## src/rtl/inst_encoder.sv

```systemverilog
// RV32I instruction encoder: packs decoded fields into a 32-bit word with range/alignment checks.
// Registered output stage plus one skid entry keeps in_ready free of any path from out_ready.
module inst_encoder #(
  parameter int unsigned ERR_CNT_W = 16
) (
  input  logic                 clk,
  input  logic                 rst,
  input  logic                 in_valid,
  output logic                 in_ready,
  input  logic [2:0]           fmt,
  input  logic [6:0]           opcode,
  input  logic [4:0]           rd,
  input  logic [4:0]           rs1,
  input  logic [4:0]           rs2,
  input  logic [2:0]           funct3,
  input  logic [6:0]           funct7,
  input  logic [31:0]          imm,
  output logic                 out_valid,
  input  logic                 out_ready,
  output logic [31:0]          out_instr,
  output logic                 out_err,
  output logic [ERR_CNT_W-1:0] err_count
);

  typedef enum logic [2:0] {
    FMT_R     = 3'd0,
    FMT_I     = 3'd1,
    FMT_S     = 3'd2,
    FMT_B     = 3'd3,
    FMT_U     = 3'd4,
    FMT_J     = 3'd5,
    FMT_SHIFT = 3'd6,
    FMT_ILL   = 3'd7
  } fmt_e;

  fmt_e                 w_fmt;
  logic [31:0]          w_instr;
  logic                 w_err;
  logic                 w_acc;
  logic                 w_out_free;
  logic                 w_hi11_ok;
  logic                 w_hi12_ok;
  logic                 w_hi20_ok;

  logic                 r_in_ready;
  logic                 r_out_valid;
  logic [31:0]          r_out_instr;
  logic                 r_out_err;
  logic                 r_sk_valid;
  logic [31:0]          r_sk_instr;
  logic                 r_sk_err;
  logic [ERR_CNT_W-1:0] r_err_count;

  assign w_fmt      = fmt_e'(fmt);
  // A value fits in N signed bits when all bits above N-1 match the sign bit.
  assign w_hi11_ok  = (&imm[31:11]) || (~|imm[31:11]);
  assign w_hi12_ok  = (&imm[31:12]) || (~|imm[31:12]);
  assign w_hi20_ok  = (&imm[31:20]) || (~|imm[31:20]);

  always_comb begin
    w_instr = '0;
    w_err   = 1'b0;
    case (w_fmt)
      FMT_R: begin
        w_instr = {funct7, rs2, rs1, funct3, rd, opcode};
      end
      FMT_I: begin
        w_instr = {imm[11:0], rs1, funct3, rd, opcode};
        w_err   = !w_hi11_ok;
      end
      FMT_S: begin
        w_instr = {imm[11:5], rs2, rs1, funct3, imm[4:0], opcode};
        w_err   = !w_hi11_ok;
      end
      FMT_B: begin
        w_instr = {imm[12], imm[10:5], rs2, rs1, funct3, imm[4:1], imm[11], opcode};
        w_err   = !w_hi12_ok || imm[0];
      end
      FMT_U: begin
        w_instr = {imm[31:12], rd, opcode};
        w_err   = |imm[11:0];
      end
      FMT_J: begin
        w_instr = {imm[20], imm[10:1], imm[11], imm[19:12], rd, opcode};
        w_err   = !w_hi20_ok || imm[0];
      end
      FMT_SHIFT: begin
        w_instr = {funct7, imm[4:0], rs1, funct3, rd, opcode};
        w_err   = |imm[31:5];
      end
      FMT_ILL: begin
        w_instr = '0;
        w_err   = 1'b1;
      end
      default: begin
        w_instr = '0;
        w_err   = 1'b1;
      end
    endcase
  end

  assign w_acc      = in_valid && r_in_ready;
  assign w_out_free = !r_out_valid || out_ready;

  always_ff @(posedge clk or posedge rst) begin
    if (rst) begin
      r_in_ready  <= 1'b0;
      r_out_valid <= 1'b0;
      r_out_instr <= '0;
      r_out_err   <= 1'b0;
      r_sk_valid  <= 1'b0;
      r_sk_instr  <= '0;
      r_sk_err    <= 1'b0;
      r_err_count <= '0;
    end else begin
      // in_ready is low whenever the skid holds a word, so skid refill and accept never coincide.
      if (w_out_free) begin
        if (r_sk_valid) begin
          r_out_valid <= 1'b1;
          r_out_instr <= r_sk_instr;
          r_out_err   <= r_sk_err;
          r_sk_valid  <= 1'b0;
        end else if (w_acc) begin
          r_out_valid <= 1'b1;
          r_out_instr <= w_instr;
          r_out_err   <= w_err;
        end else begin
          r_out_valid <= 1'b0;
        end
      end else if (w_acc) begin
        r_sk_valid <= 1'b1;
        r_sk_instr <= w_instr;
        r_sk_err   <= w_err;
      end

      r_in_ready <= !(!w_out_free && (r_sk_valid || w_acc));

      if (w_acc && w_err && !(&r_err_count)) begin
        r_err_count <= r_err_count + ERR_CNT_W'(1);
      end
    end
  end

  assign in_ready  = r_in_ready;
  assign out_valid = r_out_valid;
  assign out_instr = r_out_instr;
  assign out_err   = r_out_err;
  assign err_count = r_err_count;

endmodule

```

## config.mk

```make
export PLATFORM = sky130hd
export DESIGN_NAME = inst_encoder
export DESIGN_NICKNAME = d
export VERILOG_FILES = /design/src/rtl/inst_encoder.sv
export SDC_FILE = /design/constraint.sdc
export NUM_CORES = 1
export LEC_CHECK = 0
export CORE_MARGIN = 2
export CORE_UTILIZATION = 35
export CTS_CLUSTER_SIZE = 10
export DETAILED_ROUTE_END_ITERATION = 10
export SLEW_MARGIN = 20
export SYNTH_ARGS = -nofsm -noshare
export SYNTH_HDL_FRONTEND = slang
export SYNTH_SLANG_ARGS = --single-unit
```

## constraint.sdc

```tcl
create_clock -name clk -period 8.8 [get_ports clk]
set_input_delay 2.64 -clock clk [delete_from_list [all_inputs] [get_ports clk]]
set_output_delay 2.64 -clock clk [all_outputs]
set_load 0.02 [all_outputs]
```

==> flow_summary.ini <==
[sta]
skew_ns = 0.00681
worstMarginPinSlew_ns = 0.919
min_period_ns = 5.29
drv_slew = 0
setup_violations = 0
post-route-period-util_pct = 60.1
grt_setup_unrepaired = no
hold_viol = 0
holdWs_ns = 0.480
slew_headroom_pct = 38.7
tns_ns = 0
fmax_mhz = 189
worst_slack_ns = 3.51

[global_route]
grt_antenna_before_repair = 0
grt_max_degree = 73
grtUsageTotal_pct = 18.3
grt_pass1_wl_um = 21100
grt_overflow_total = 0
grt_pass1_vias = 4245

[critical_path]
worstSetupEndpointType = register
crit_arrival_ns = 5.50
cp_top_family = compound AO/OA/AOI/OAI gates
reg2reg_to = err_count[4]
cpPeakStageDelay_ns = 0.75
r2r_slack_ns = 6.83
crit_fanout = 22
critPathLaunchType = input pin
rr_worst_depth = 7
worst_path_max_delay_cell = nor2b_1
required_ns = 9.01
reg2reg_from = err_count[0]
cp_num_buf_inv = 2
worstPathCellList = clkdlybuf4s50_1 -> buf_4 -> nor2b_1 -> a311oi_1 -> o21ai_4 -> o21ai_2 -> mux2_1
path_class = input pin to register

[floorplanning]
die_area_um2 = 14100
die_w_um = 119
fp.dieH_um = 119
core-area_um2 = 12700
row_count = 41
ioPinCount = 122
initial_core_util_pct = 36.3

[layout]
area_growth_pct = 35.6
nets = 704
layout-drive-gt1-share_pct = 8.01
final_util_pct = 49.2
num_antenna_cells = 0
design_area_um2 = 6260
instances_no_fill = 809

[synth]
yosysSeqAreaShare_pct = 46.1
ys_ff_latch = 85
syn_area_um2 = 4610
avgSynthCellArea_um2 = 8.72
yosysTopAreaCell = dfrtp_1
synth_cell_types = 49
synth.net_count = 601
synthCells = 529
synthTopCellsByArea = dfrtp_1 46%, nand2_1 8.1%, o21ai_0 7.4%
ys_warn_count = 0
yosys.area.top_type_share_pct = 46.1

[pwr]
switching_share_pct = 32.2
p_leak_nw = 2.58
p_per_area_nw_per_um2 = 223
p_sw_mw = 0.449
seqPwrFrac_pct = 39.6
power_frac_clock_pct = 29.7
power_mw = 1.39
peakVddDrop_mv = 0.0944
share_comb_of_total_power_pct = 30.7
p_int_mw = 0.946

[clocking]
clk_latency_ns = 0.34
clk_pin_slew_ns = 0.06
h-tree-depth = 3
cts_setup_buffers = 0
clockBufferDepth = 2
clock-sinks = 85
cts_tree = done
cts-resized-gates = 0
cts_root_buffer = clkbuf_16
cts_hold_buffers = 0
cts_buffers = 9

[place]
hpwl_um = 9330
dpl_worst_slack_ns = 3.18
dp.cells = 793
port_buffers = 121
placed_area_um2 = 5930
finalWeightedCongestion = 0.859

[routing]
post_drt_via_cell_ratio = 5.30
drc_errors = 0
routedWlPerCell_um = 15.8
num_vias = 4286
drt-pass1-iter-count = 5
drtIter0Drc = 256
final_antenna_net_count = 0
routed_wl_um = 12800

[status]
status = complete, no violations

[worst_hold_path]
hold-path-endpoint = out_instr[1]
min-delay-start = out_instr[1]
whs_path_depth = 2
hp-class = register to register

[job]
maxCapViolCount = 0
## layer usage
layer | vias to the layer above | wire length (um) | global-route usage [%]
met4 | 0 | 177 | 5.36
met2 | 156 | 5690 | 27.9
met1 | 2034 | 6110 | 26.1
li1 | 2080 | - | -
met5 | - | 0 | 0
met3 | 16 | 777 | 4.07
## placed cells by master, fill, tap and decap left out, types with 2 or more instances in the layout
cell | synthesis | layout
dfrtp_1 | 85 | 84
nor4_1 | 9 | 9
clkbuf_16 | 0 | 9
a211oi_1 | 4 | 4
bufinv_16 | 0 | 2
mux2_2 | 6 | 6
a22o_1 | 6 | 6
o21ai_1 | 3 | 2
a21oi_1 | 49 | 49
clkdlybuf4s50_1 | 0 | 121
nor3_1 | 9 | 9
a21o_1 | 6 | 6
nor2_1 | 40 | 40
o221a_2 | 2 | 2
nand2b_1 | 2 | 2
clkinv_2 | 0 | 2
buf_4 | 2 | 6
a22oi_1 | 13 | 13
mux2i_1 | 8 | 8
nor4b_4 | 2 | 2
o21ai_0 | 68 | 68
o21ai_2 | 9 | 9
nand3_1 | 9 | 9
o21ai_4 | 1 | 2
and2_1 | 8 | 8
nand2_1 | 100 | 99
o211ai_1 | 3 | 3
inv_1 | 6 | 5
nand4_1 | 8 | 8
nor2b_1 | 6 | 6
xnor2_1 | 15 | 15
## worst min-delay path, cell delays in order, from the launching register on
cell and delay, ns:
dfrtp_1 0.34, nand2_1 0.04, o21ai_0 0.06
## sequential cells by signal, summed over array words and instances (netlist names)
name	count
out_instr	32
r_sk_err	1
out_valid	1
out_err	1
r_sk_instr	32
in_ready	1
r_sk_valid	1
err_count	16
## cell usage after synthesis, drive strengths merged
library cell  count
nand2           100
o221a             2
nand4             8
nand3             9
clkbuf           25
and4              1
a221o             1
xnor2            15
nor2             40
o211ai            3
o31ai             2
o21ai            81
a21boi            1
a311oi            1
buf              10
and2              8
or2               1
a21oi            50
a2111oi           1
nor2b             7
nor4b             2
and2b             1
nor3             10
nand2b            2
o221ai            1
ha                1
dfrtp            85
a22o              6
o2111ai           1
a21o              6
mux2              7
a22oi            13
mux4              1
a211oi            4
inv               6
mux2i             8
nor4              9
## worst max-delay path by stage
stage / from / endpoint / slack [ns] / depth (start not counted)
after detailed placement: fmt[2] / err_count[1] / 3.18 / 7
after global placement: fmt[2] / err_count[1] / 3.30 / 7
after CTS: fmt[2] / err_count[1] / 3.54 / 7
after floorplan: rst / err_count[0] / 3.97 / 1
after global routing: fmt[2] / err_count[1] / 3.38 / 7
final: fmt[2] / err_count[1] / 3.51 / 7
## area by class of cell
| type | count | area [um2] |
|---|---|---|
| clock inverter | 5 | 82.6 |
| fill | 1253 | 6460 |
| timing repair buffer | 127 | 1260 |
| tap | 172 | 215 |
| multi-input combinational | 403 | 2310 |
| inverter | 6 | 23.8 |
| clock buffer | 11 | 243 |
| sequential | 85 | 2130 |
## cell families after synthesis
kind of cell               count (synthesis)  share of synthesized area, %
and+or+nand+nor                          198                          19.8
adders and majority gates                  1                         0.271
DFF                                       85                          46.1
AOI/OAI and AO/OA                        173                          22.7
buffers and inverters                     41                          4.28
xor gates and xnor gates                  15                          2.85
muxes                                     16                          3.93
## power by group through the flow
stage	clock [mW]	combinational, mW	sequential (mW)
after floorplan	0	0.166	0.617
after global placement	0	0.423	0.557
after CTS	0.422	0.433	0.554
final	0.414	0.428	0.553
after detailed placement	0	0.433	0.561
after global routing	0.440	0.470	0.565
(Power assumes the default switching activity.)
